--- src/rtl/tone_note_decoder.sv ---
// -----------------------------------------------------------------------------
// tone_note_decoder
//
// Receive-side counterpart of the tone generator's BCD divisor/clear path.
// The period of an incoming tone (one rising edge per generator clear) is
// measured with a 3-digit BCD counter. The measured divisor is matched
// against the eight-note divisor table. The result is reported as a note
// code 1..8, or 0 for pause/unknown, after CONFIRM consecutive identical
// decodes.
//
// Parameters:
//   CONFIRM   consecutive identical decodes needed before `note` changes
//             (legal range 1..7)
//
// Ports:
//   clk       system clock, all state updates on the rising edge
//   rst_n     asynchronous active-low reset
//   tone_in   tone line, asynchronous to clk, one rising edge per period
//   note      decoded note code (0 = pause/unknown, 1..8 = notes)
//   note_chg  one-cycle pulse in the cycle `note` takes a new value
//   locked    high while a note 1..8 is held and periods keep arriving
//   per2      BCD hundreds digit of the last captured period
//   per1      BCD tens digit of the last captured period
//   per0      BCD units digit of the last captured period
// -----------------------------------------------------------------------------
module tone_note_decoder #(
    parameter int unsigned CONFIRM = 2
) (
    input  logic       clk,
    input  logic       rst_n,
    input  logic       tone_in,
    output logic [3:0] note,
    output logic       note_chg,
    output logic       locked,
    output logic [3:0] per2,
    output logic [3:0] per1,
    output logic [3:0] per0
);

    typedef enum logic {
        IDLE    = 1'b0,
        MEASURE = 1'b1
    } state_t;

    localparam logic [2:0]  CONFIRM_C = 3'(CONFIRM);
    localparam logic [11:0] COUNT_MAX = 12'h999;

    state_t      state;
    logic        sync1;
    logic        sync2;
    logic        dly;
    logic        rise;
    logic [11:0] count;      // BCD c2:c1:c0
    logic [3:0]  cand;       // decode currently being confirmed
    logic [2:0]  conf_cnt;   // consecutive matches of cand

    logic [3:0]  dec;
    logic [3:0]  cand_next;
    logic [2:0]  cnt_next;
    logic        promote;

    // -------------------------------------------------------------------------
    // BCD increment, saturating at 999. Each digit wraps 9 -> 0 and carries.
    // -------------------------------------------------------------------------
    function automatic logic [11:0] bcd_inc(input logic [11:0] v);
        logic [11:0] r;
        r = v;
        if (v != COUNT_MAX) begin
            if (r[3:0] == 4'd9) begin
                r[3:0] = 4'd0;
                if (r[7:4] == 4'd9) begin
                    r[7:4]  = 4'd0;
                    r[11:8] = r[11:8] + 4'd1;
                end else begin
                    r[7:4] = r[7:4] + 4'd1;
                end
            end else begin
                r[3:0] = r[3:0] + 4'd1;
            end
        end
        return r;
    endfunction

    // -------------------------------------------------------------------------
    // Divisor table: exact BCD match against the generator's divisors.
    // Anything else is pause/unknown.
    // -------------------------------------------------------------------------
    function automatic logic [3:0] decode(input logic [11:0] v);
        logic [3:0] n;
        case (v)
            12'h956: n = 4'd1;
            12'h851: n = 4'd2;
            12'h758: n = 4'd3;
            12'h716: n = 4'd4;
            12'h638: n = 4'd5;
            12'h568: n = 4'd6;
            12'h506: n = 4'd7;
            12'h478: n = 4'd8;
            default: n = 4'd0;
        endcase
        return n;
    endfunction

    // Rising edge of the synchronised tone. The synchroniser and delay flop
    // add a fixed latency, so edge-to-edge spacing is preserved exactly.
    assign rise = sync2 & ~dly;

    // -------------------------------------------------------------------------
    // Confirmation bookkeeping for the decode of the value being captured.
    // These next values are only used when a capture happens.
    // -------------------------------------------------------------------------
    // NOTE: every variable assigned in always_comb gets a default first, so no
    // path can leave it unassigned and infer a latch.
    always_comb begin
        dec       = decode(count);
        cand_next = cand;
        cnt_next  = conf_cnt;
        promote   = 1'b0;

        if (dec == cand) begin
            if (conf_cnt < CONFIRM_C) begin
                cnt_next = conf_cnt + 3'd1;
            end
        end else begin
            cand_next = dec;
            cnt_next  = 3'd1;
        end

        promote = (cnt_next == CONFIRM_C) && (cand_next != note);
    end

    // -------------------------------------------------------------------------
    // Synchroniser, measurement FSM, confirmation and registered outputs.
    // -------------------------------------------------------------------------
    // NOTE: sequential state uses non-blocking assignments only. All flops
    // read the pre-edge values, whatever order the statements are in.
    always_ff @(posedge clk or negedge rst_n) begin
        if (!rst_n) begin
            sync1    <= 1'b0;
            sync2    <= 1'b0;
            dly      <= 1'b0;
            state    <= IDLE;
            count    <= 12'h000;
            cand     <= 4'd0;
            conf_cnt <= 3'd0;
            note     <= 4'd0;
            note_chg <= 1'b0;
            locked   <= 1'b0;
            per2     <= 4'd0;
            per1     <= 4'd0;
            per0     <= 4'd0;
        end else begin
            sync1    <= tone_in;
            sync2    <= sync1;
            dly      <= sync2;
            note_chg <= 1'b0;

            case (state)
                IDLE: begin
                    // The first edge only arms the measurement.
                    count  <= 12'h000;
                    locked <= 1'b0;
                    if (rise) begin
                        state <= MEASURE;
                    end
                end

                MEASURE: begin
                    if (rise) begin
                        // A capture takes priority over the timeout when
                        // both happen in the same cycle.
                        {per2, per1, per0} <= count;
                        count              <= 12'h000;
                        cand               <= cand_next;
                        conf_cnt           <= cnt_next;
                        if (promote) begin
                            note     <= cand_next;
                            note_chg <= 1'b1;
                            locked   <= (cand_next != 4'd0);
                        end else begin
                            locked   <= (note != 4'd0);
                        end
                    end else if (count == COUNT_MAX) begin
                        // Tone stopped: drop the note and return to IDLE.
                        // The last captured period stays visible.
                        state    <= IDLE;
                        note     <= 4'd0;
                        note_chg <= (note != 4'd0);
                        cand     <= 4'd0;
                        conf_cnt <= 3'd0;
                        locked   <= 1'b0;
                    end else begin
                        count  <= bcd_inc(count);
                        locked <= (note != 4'd0);
                    end
                end

                default: begin
                    state <= IDLE;
                end
            endcase
        end
    end

endmodule

--- config.mk ---
export PLATFORM = sky130hd
export DESIGN_NAME = tone_note_decoder
export DESIGN_NICKNAME = d
export VERILOG_FILES = /design/src/rtl/tone_note_decoder.sv
export SDC_FILE = /design/constraint.sdc
export NUM_CORES = 1
export LEC_CHECK = 0
export CAP_MARGIN = 20
export CORE_MARGIN = 3
export CORE_UTILIZATION = 55
export DETAILED_ROUTE_END_ITERATION = 7
export GPL_TIMING_DRIVEN = 0
export PLACE_DENSITY = 0.81
export SLEW_MARGIN = 20
export SYNTH_ARGS = -nofsm -noshare
export SYNTH_HDL_FRONTEND = slang
export SYNTH_SLANG_ARGS = --single-unit
--- constraint.sdc ---
create_clock -name clk -period 3.75 [get_ports clk]
set_input_delay 1.125 -clock clk [delete_from_list [all_inputs] [get_ports clk]]
set_output_delay 1.125 -clock clk [all_outputs]
set_load 0.01 [all_outputs]
==> flow_metrics.tcl, run 1 <==
set metrics [dict create \
    relSlewSlack_pct 60.5 \
    clock_latency_ns 0.29 \
    yosysUniqueCellTypes 56 \
    worst_slack_ns 0.738 \
    drt_pre_antenna_iters 4 \
    hp-class "reg -> reg" \
    place_congestion 0.915 \
    drc 0 \
    ys_warn_count 0 \
    yosys-top-cells-count "41 x dfrtp_1, 20 x nand2_1, 12 x mux2_2, 11 x o21ai_0, 10 x nor2_1" \
    cpMaxStageDelayCell "o311ai_2" \
    synth.most_common_cell "dfrtp_1" \
    syn_area_mm2 0.00229 \
    ys.flop_type "dfrtp_1" \
    synth_top_cells_by_area "dfrtp_1 45%, mux2_2 5.9%, nand2_1 3.3%, ha_1 2.7%, o21ai_0 2.4%" \
    period_needed_ns 3.01 \
    peakVddDrop_uv 342 \
    clock-sinks 41 \
    postCtsSetupRepairBufs 0 \
    clkPwrFrac_pct 25.5 \
    syn_nets 224 \
    rsz0062_at_grt "false" \
    intPower_uw 976 \
    synth-edff-count 0 \
    cpLargestDelayFamily "compound AO/OA/AOI/OAI gates" \
    grt.overflow.total 0 \
    worstPathCellList "nor3b_2 > a32oi_1 > o311ai_2 > xor2_1 > nor4b_2 > o211ai_2 > a21o_1 > a22o_1" \
    viasPerCell 6.01 \
    ant_nets 0 \
    io_pins 21 \
    hold_violations 0 \
    crit_path_max_fanout 8 \
    cts_resized 0 \
    dpl.hpwl_um 3500 \
    holdBufCountCts 0 \
    critPathKind "reg -> reg" \
    cts_root_buffer "clkbuf_8" \
    seq_area_frac_synth_pct 44.9 \
    clk_pin_slew_ns 0.08 \
    path_buf_inv 0 \
    worstPathRequired_ns 3.93 \
    drt_iter0_markers 117 \
    n_antenna_cell 0 \
    start_util_pct 59.7 \
    die_x_um 70.5 \
    pwr-share-comb_pct 32.8 \
    arrival_ns 3.19 \
    num_vias 1762 \
    area_delta_synth_final_pct 17.6 \
    avgSynthCellArea_um2 10.6 \
    maxCapViolCount 0 \
    std_cell_rows 22 \
    cts_max_level 2 \
    cp-end-kind "register" \
    power_leakage_nw 1.22 \
    p_sw_share_pct 32.3 \
    yosys.area.top_type_share_pct 44.9 \
    place_ws_ns 0.789 \
    async_flop_share_pct 100 \
    worstMarginPinSlew_ns 0.586 \
    nFillCells 299 \
    max_stage_delay_ns 0.49 \
    post-route-period-util_pct 80.3 \
    grt_pass1_wl_um 8480 \
    pwr-share-seq_pct 41.7 \
    ys_ff_latch 41 \
    cts_buffer_depth 2 \
    power_switching_uw 466 \
    syn_inst 216 \
    place_area_mm2 0.00257 \
    antenna_found_initial 0 \
    grt_usage_pct 21.3 \
    final.setup_skew_ns 0.00578 \
    drive_gt1_share_pct 18.4 \
    grt_max_degree 23 \
    power_density_mw_per_mm2 536 \
    finalNonFillerCells 293 \
    tns_ns 0 \
    dp_cells 285 \
    fmaxAchievable_mhz 332 \
    status "finished clean" \
    io_buffers 20 \
    core_area_mm2 0.00383 \
    routed_wl_um 4790 \
    grt_pass1_vias 1779 \
    maxSlewViolCount 0 \
    drt-wirelength-per-cell_um 16.3 \
    numCtsBuffers 5 \
    cp-start-kind "register" \
    cts_tree "built" \
    chipHeight_um 70.5 \
    post-synth-top-area-cell "dfrtp_1" \
    final_nets 252 \
    die_area_mm2 0.00497 \
    final-setup-viol-count 0 \
    fin_area_mm2 0.00269 \
]
worst reg2reg max path, stage by stage (launching register included):
cell and delay (ns):
dfrtp_1 0.48, nor3b_2 0.46, a32oi_1 0.19, o311ai_2 0.49, xor2_1 0.21, nor4b_2 0.35
o211ai_2 0.20, a21o_1 0.26, a22o_1 0.24
sequential cells by signal, summed over array words and instances (netlist names):
signal and flops:
note 4, state 1, sync1 1, locked 1, note_chg 1, per0 4
count 12, per1 4, cand 4, dly 1, sync2 1, per2 4
conf_cnt 3
final timing paths:
path	from	slack [ns]	end	depth (start not counted)
setup / recovery	count[1]$_DFFE_PN0P_	0.74	note[0]$_DFFE_PN0P_	8
hold / removal	sync1$_DFF_PN0_	0.36	sync2$_DFF_PN0_	0
setup reg to reg	count[1]$_DFFE_PN0P_	0.74	note[0]$_DFFE_PN0P_	8
hold reg to reg	sync1$_DFF_PN0_	0.36	sync2$_DFF_PN0_	0
max in group asynchronous	rst_n	2.49	conf_cnt[1]$_DFFE_PN0P_	2
min in group asynchronous	rst_n	0.79	count[4]$_DFFE_PN0P_	1
layout by cell type, fill, tap and decap left out, drive strengths merged, types with 3 or more instances in the layout:
master and count:
xor2 5, mux2 12, a21oi 7, inv 6
clkdlybuf4s50 19, a22o 4, or4 5, a21o 4
xnor2 4, nand2 20, a31o 3, nor2b 8
o21ai 11, nand3 9, buf 6, nand2b 6
nor3b 5, nor4b 3, nor2 11, ha 5
dfrtp 41, clkbuf 12, nand4 3
kinds of logic after synthesis:
logic type	synth area share (%)
muxes	6.79
DFF	44.9
adders and majority gates	2.74
AOI/OAI and AO/OA	14.1
and+or+nand+nor	23.9
xor gates and xnor gates	3.45
buffers and inverters	4.16
cell type report:
| class | count | area, um^2 | area share (%) |
|---|---|---|---|
| clock inverters | 2 | 37.5 | 1.40 |
| flip-flops and latches | 41 | 1030 | 38.2 |
| inverters | 6 | 22.5 | 0.838 |
| well taps | 48 | 60.1 | 2.23 |
| repair buffers | 21 | 223 | 8.28 |
| clock buffers | 6 | 82.6 | 3.07 |
| multi-input cells | 158 | 1160 | 43.3 |
| plain buffers | 11 | 72.6 | 2.70 |
per-stage QoR:
stage / hold WS (ns) / power, mW / utilization (%)
after floorplan: 0.331 / 0.896 / -
after global placement: 0.337 / 1.05 / 66.5
after detailed placement: 0.350 / 1.08 / 67.1
after CTS: 0.369 / 1.45 / 70.3
after global routing: 0.384 / 1.54 / 70.3
final: 0.365 / 1.44 / 70.3
routing by layer:
layer	track usage, %	share of wire (%)	wire length (um)
met5	0	0	0
met3	4.60	4.9	235
met1	29.6	47	2260
met4	5.32	1.1	53
met2	33.7	47	2240
power by group through the flow:
stage / combinational, mW / sequential (mW) / clock (mW)
after CTS: 0.472 / 0.603 / 0.376
after global placement: 0.451 / 0.603 / 0
after global routing: 0.519 / 0.620 / 0.398
after detailed placement: 0.466 / 0.610 / 0
final: 0.472 / 0.602 / 0.368
after floorplan: 0.284 / 0.612 / 0
(Power assumes the default switching activity.)
==> inputs of run 2 (changes only) <==
- CORE_UTILIZATION: 55 -> 51
- PLACE_DENSITY: 0.81 -> 0.79
- clock period: 3.75 -> 2.6 ns (I/O delays scaled with it)
==> run 2 against run 1 <==
Effect of this change: the run now ends with negative setup slack left; non-clock buffer count grew 9; worst setup slack worse by 0.84 ns; count of clock-buffer cells in the layout stayed put; critical path type unchanged; largest cell class unchanged.
==> flow_metrics.tcl, run 2 (synthesis results as in run 1) <==
set metrics [dict create \
    worst_slack_ns -0.106 \
    place_ws_ns -0.364 \
    area_delta_synth_final_pct 27.6 \
    rr_startpoint "count[3]$_DFFE_PN0P_" \
    antenna_found_initial 0 \
    start_util_pct 54.8 \
    chipHeight_um 73.0 \
    clock-sinks 41 \
    maxSlewViolCount 0 \
    final_nets 261 \
    holdCritStartpoint "sync1$_DFF_PN0_" \
    crit_path_max_fanout 7 \
    clk_pin_slew_ns 0.08 \
    cts_tree "built" \
    relSlewSlack_pct 66.0 \
    grt_max_degree 22 \
    holdBufCountCts 0 \
    place_congestion 0.854 \
    peakVddDrop_uv 434 \
    core_area_mm2 0.00417 \
    cts_root_buffer "clkbuf_8" \
    maxCapViolCount 0 \
    power_density_mw_per_mm2 762 \
    ant_nets 0 \
    post-route-period-util_pct 104 \
    cp-end-kind "register" \
    viasPerCell 6.25 \
    n_antenna_cell 0 \
    place_area_mm2 0.00257 \
    layout_common_cells "35 x dfrtp_1, 20 x nand2_1, 19 x clkdlybuf4s50_1" \
    critPathKind "reg -> reg" \
    path_buf_inv 0 \
    die_area_mm2 0.00532 \
    drt_pre_antenna_iters 4 \
    drt-wirelength-per-cell_um 18.3 \
    reg2regPathDepth 8 \
    std_cell_rows 23 \
    io_buffers 20 \
    grt_pass1_vias 1852 \
    final-setup-viol-count 6 \
    clock_latency_ns 0.30 \
    rrSetupSlack_ns -0.11 \
    die_x_um 73.0 \
    cpMaxStageDelayCell "dfrtp_2" \
    final.setup_skew_ns 0.00597 \
    cp-start-kind "register" \
    status "finished with violations" \
    mostFrequentLayoutCell "dfrtp_1" \
    min_to "sync2$_DFF_PN0_" \
    numCtsBuffers 5 \
    hold_violations 0 \
    grt.overflow.total 0 \
    arrival_ns 2.90 \
    drive_gt1_share_pct 31.9 \
    regMostFlops "count" \
    cts_buffer_depth 2 \
    num_vias 1901 \
    fin_area_mm2 0.00292 \
    largest_register_ffs 12 \
    dpl.hpwl_um 3490 \
    whs_path_depth 0 \
    io_pins 21 \
    power_leakage_nw 1.33 \
    cpLargestDelayFamily "compound AO/OA/AOI/OAI gates" \
    fmaxAchievable_mhz 370 \
    rsz0062_at_grt "true" \
    worstPathCellList "nor3b_4 > nand3_2 > a211o_4 > a22o_1 > a31o_1 > o211ai_2 > nor2_1 > a32o_2" \
    utilization_pct 69.9 \
    worstPathRequired_ns 2.79 \
    grt_usage_pct 22.0 \
    drt_iter0_markers 168 \
    routed_wl_um 5570 \
    r2r-end "note[3]$_DFFE_PN0P_" \
    period_needed_ns 2.71 \
    worstMarginPinSlew_ns 0.510 \
    drc 0 \
    violations "negative setup slack" \
    max_stage_delay_ns 0.49 \
    hp-class "reg -> reg" \
    cts_max_level 2 \
    grt_pass1_wl_um 8980 \
]
run 2: cell types whose count changed in the layout (fill, tap and decap cells not counted), sizes merged:
cell          before  now
buf                6   16
dlymetal6s2s       1    0
run 2: where the power goes:
part           switching, mW  internal, mW  total, mW
combinational          0.397         0.393      0.790
sequential             0.123         0.769      0.891
clock                  0.228         0.312      0.541
run 2: metal layers:
layer / wire [um] / part of all wire, % / up-vias / GRT usage [%]
li1: - / - / 865 / -
met1: 2470 / 44 / 953 / 30.6
met2: 2660 / 48 / 68 / 33.6
met3: 303 / 5.4 / 15 / 5.23
met4: 128 / 2.3 / 0 / 7.79
met5: 0 / 0 / - / 0
run 2: worst max path at each step:
stage	from	end	slack [ns]	cells past startpoint
floorplan	count[11]$_DFFE_PN0P_	note[0]$_DFFE_PN0P_	0.02	8
global placement	count[2]$_DFFE_PN0P_	note[0]$_DFFE_PN0P_	-0.32	9
detailed placement	count[2]$_DFFE_PN0P_	note[1]$_DFFE_PN0P_	-0.36	9
CTS	count[10]$_DFFE_PN0P_	note[0]$_DFFE_PN0P_	-0.004	8
global route	count[6]$_DFFE_PN0P_	note[0]$_DFFE_PN0P_	-0.22	9
finish	count[3]$_DFFE_PN0P_	note[3]$_DFFE_PN0P_	-0.11	8
run 2: worst register-to-register path, stage by stage (launching register included):
cell and delay, ns:
dfrtp_2 0.49, nor3b_4 0.38, nand3_2 0.14, a211o_4 0.38, a22o_1 0.26, a31o_1 0.24
o211ai_2 0.29, nor2_1 0.13, a32o_2 0.28
run 2: area by class of cell:
type / count / area, um^2
plain buffers: 10 / 67.6
well taps: 50 / 62.6
flip-flops and latches: 41 / 1030
clock inverters: 2 / 37.5
inverters: 6 / 22.5
fillers: 295 / 1260
clock buffers: 6 / 82.6
multi-input cells: 158 / 1310
repair buffers: 31 / 298
run 2: repair_timing:
item / in CTS / in global routing
pin swaps: 6 / 6
setup buffers: 6 / 4
setup endpoints to repair: 10 / 9
gates resized for setup: 24 / 13
run 2: metrics by stage:
step | std cells | TNS [ns] | hold slack (ns) | power (mW)
after floorplan | 216 | 0 | 0.331 | 1.29
after global placement | 286 | -13.52 | 0.335 | 1.52
after detailed placement | 287 | -2.32 | 0.347 | 1.55
after CTS | 300 | -0.00394 | 0.366 | 2.15
after global routing | 304 | -1.30 | 0.376 | 2.34
final | 304 | -0.366 | 0.360 | 2.22
==> inputs of run 3 (changes only) <==
- PLACE_DENSITY: 0.79 -> default
- PLACE_DENSITY_LB_ADDON: default -> 0.08
==> run 3 against run 2 <==
Effect of this change: the flow still finishes with violations (negative setup slack); cell area rose by 3.4%; global-route usage fell by 0.39 points; sequential share of layout area fell by 1.2 points; via count rose by 0.79%; largest power group unchanged.
==> flow_metrics.tcl, run 3 (synthesis results as in run 1) <==
set metrics [dict create \
    status "finished with violations" \
    violations "negative setup slack" \
    numCtsBuffers 5 \
    hold_violations 0 \
    chipHeight_um 73.0 \
    power_density_mw_per_mm2 698 \
    cts_max_level 2 \
    maxCapViolCount 0 \
    cts_tree "built" \
    largest_register_ffs 12 \
    tns_ns -0.647 \
    grt_pass1_vias 1850 \
    cp-end-kind "register" \
    peakVddDrop_uv 463 \
    routed_wl_um 5860 \
    clock-sinks 41 \
    clk_pin_slew_ns 0.08 \
    cp-start-kind "register" \
    mostFrequentLayoutCell "dfrtp_1" \
    hp-class "reg -> reg" \
    post-route-period-util_pct 106 \
    critPathKind "reg -> reg" \
    clock_latency_ns 0.29 \
    viasPerCell 6.14 \
    rsz0062_at_grt "true" \
    dp_cells 287 \
    grt_usage_pct 21.6 \
    place_congestion 0.860 \
    antenna_found_initial 0 \
    final.setup_skew_ns 0.00609 \
    drt-wirelength-per-cell_um 18.8 \
    ant_nets 0 \
    drt_iter0_markers 138 \
    period_needed_ns 2.75 \
    area_delta_synth_final_pct 31.9 \
    dpl.hpwl_um 3680 \
    crit_path_max_fanout 3 \
    relSlewSlack_pct 62.5 \
    drc 0 \
    num_vias 1916 \
    n_antenna_cell 0 \
    final-setup-viol-count 6 \
    maxSlewViolCount 0 \
    final_nets 269 \
    drive_gt1_share_pct 35.1 \
    grt_max_degree 22 \
    regMostFlops "count" \
    layout_common_cells "36 x dfrtp_1, 20 x nand2_1, 19 x clkdlybuf4s50_1" \
    cts_root_buffer "clkbuf_8" \
    holdWs_ns 0.361 \
    worstPathRequired_ns 2.79 \
    core_area_mm2 0.00417 \
    start_util_pct 54.8 \
    drt_pre_antenna_iters 4 \
    worstPathCellList "or4b_4 > or4_1 > a22o_1 > a31o_1 > o211ai_2 > buf_6 > mux2i_2 > nor3b_2" \
    io_pins 21 \
    cpMaxStageDelayCell "or4b_4" \
    die_area_mm2 0.00532 \
    io_buffers 20 \
    grt_pass1_wl_um 8920 \
    place_ws_ns -0.306 \
    grt.overflow.total 0 \
    finalNonFillerCells 312 \
    max_stage_delay_ns 0.57 \
    worstMarginPinSlew_ns 0.563 \
    total_power_mw 2.11 \
    arrival_ns 2.94 \
    power_leakage_nw 1.36 \
    std_cell_rows 23 \
    holdBufCountCts 0 \
    cts_buffer_depth 2 \
    worst_slack_ns -0.150 \
    fmaxAchievable_mhz 364 \
    die_x_um 73.0 \
]
==> run 3: timing repair <==
action                                  in CTS  in global routing
pin swaps                                   13                  8
setup buffers                                9                  9
gates resized for setup                     20                 27
endpoints found under the setup margin      13                 13
==> run 3: routing by layer <==
layer | vias to the layer above | GRT usage [%] | wire length [um]
met1 | 964 | 25.9 | 2350
met3 | 18 | 4.27 | 226
met5 | - | 0 | 0
met2 | 56 | 38.2 | 3140
li1 | 878 | - | -
met4 | 0 | 8.20 | 153
==> run 3: metrics by stage <==
| step | utilization [%] | instance area [um^2] |
|---|---|---|
| 6_report | 72.3 | 3020 |
| 5_1_grt | 72.3 | 3020 |
| 4_1_cts | 67.1 | 2800 |
| 3_5_place_dp | 61.6 | 2570 |
| 3_3_place_gp | 61.1 | 2550 |
| 2_1_floorplan | - | 2290 |
==> run 3: final cells by class <==
type	instances	area, um^2
Timing Repair Buffer	39	365
Clock inverter	2	10.0
Buffer	10	73.8
Clock buffer	6	72.6
Tap cell	50	62.6
Sequential cell	41	1030
Multi-Input combinational cell	158	1380
Fill cell	277	1160
Inverter	6	22.5
==> run 3: final timing paths <==
| path | startpoint | endpoint | slack (ns) | cells after the start |
|---|---|---|---|---|
| min | sync1$_DFF_PN0_ | sync2$_DFF_PN0_ | 0.36 | 0 |
| max reg2reg | count[7]$_DFFE_PN0P_ | locked$_DFF_PN0_ | -0.15 | 8 |
| max in group asynchronous | rst_n | count[10]$_DFFE_PN0P_ | 1.66 | 2 |
| min in group asynchronous | rst_n | conf_cnt[0]$_DFFE_PN0P_ | 0.45 | 1 |
| min reg2reg | sync1$_DFF_PN0_ | sync2$_DFF_PN0_ | 0.36 | 0 |
| max | count[7]$_DFFE_PN0P_ | locked$_DFF_PN0_ | -0.15 | 8 |
==> run 3: critical path, delay by kind of cell, from the launching register on <==
family / cells / cell delay, ns
AO/OA/AOI/OAI: 3 / 0.75
buffers and inverters: 1 / 0.16
flip-flops: 1 / 0.42
multiplexers: 1 / 0.22
AND/OR/NAND/NOR: 3 / 1.09
==> run 3: power breakdown <==
group | switching, mW | total [mW] | leakage (nW) | internal [mW]
sequential | 0.124 | 0.892 | 0.527 | 0.768
combinational | 0.407 | 0.810 | 0.793 | 0.403
clock | 0.217 | 0.403 | 0.0450 | 0.186
total | 0.748 | 2.11 | 1.36 | 1.36
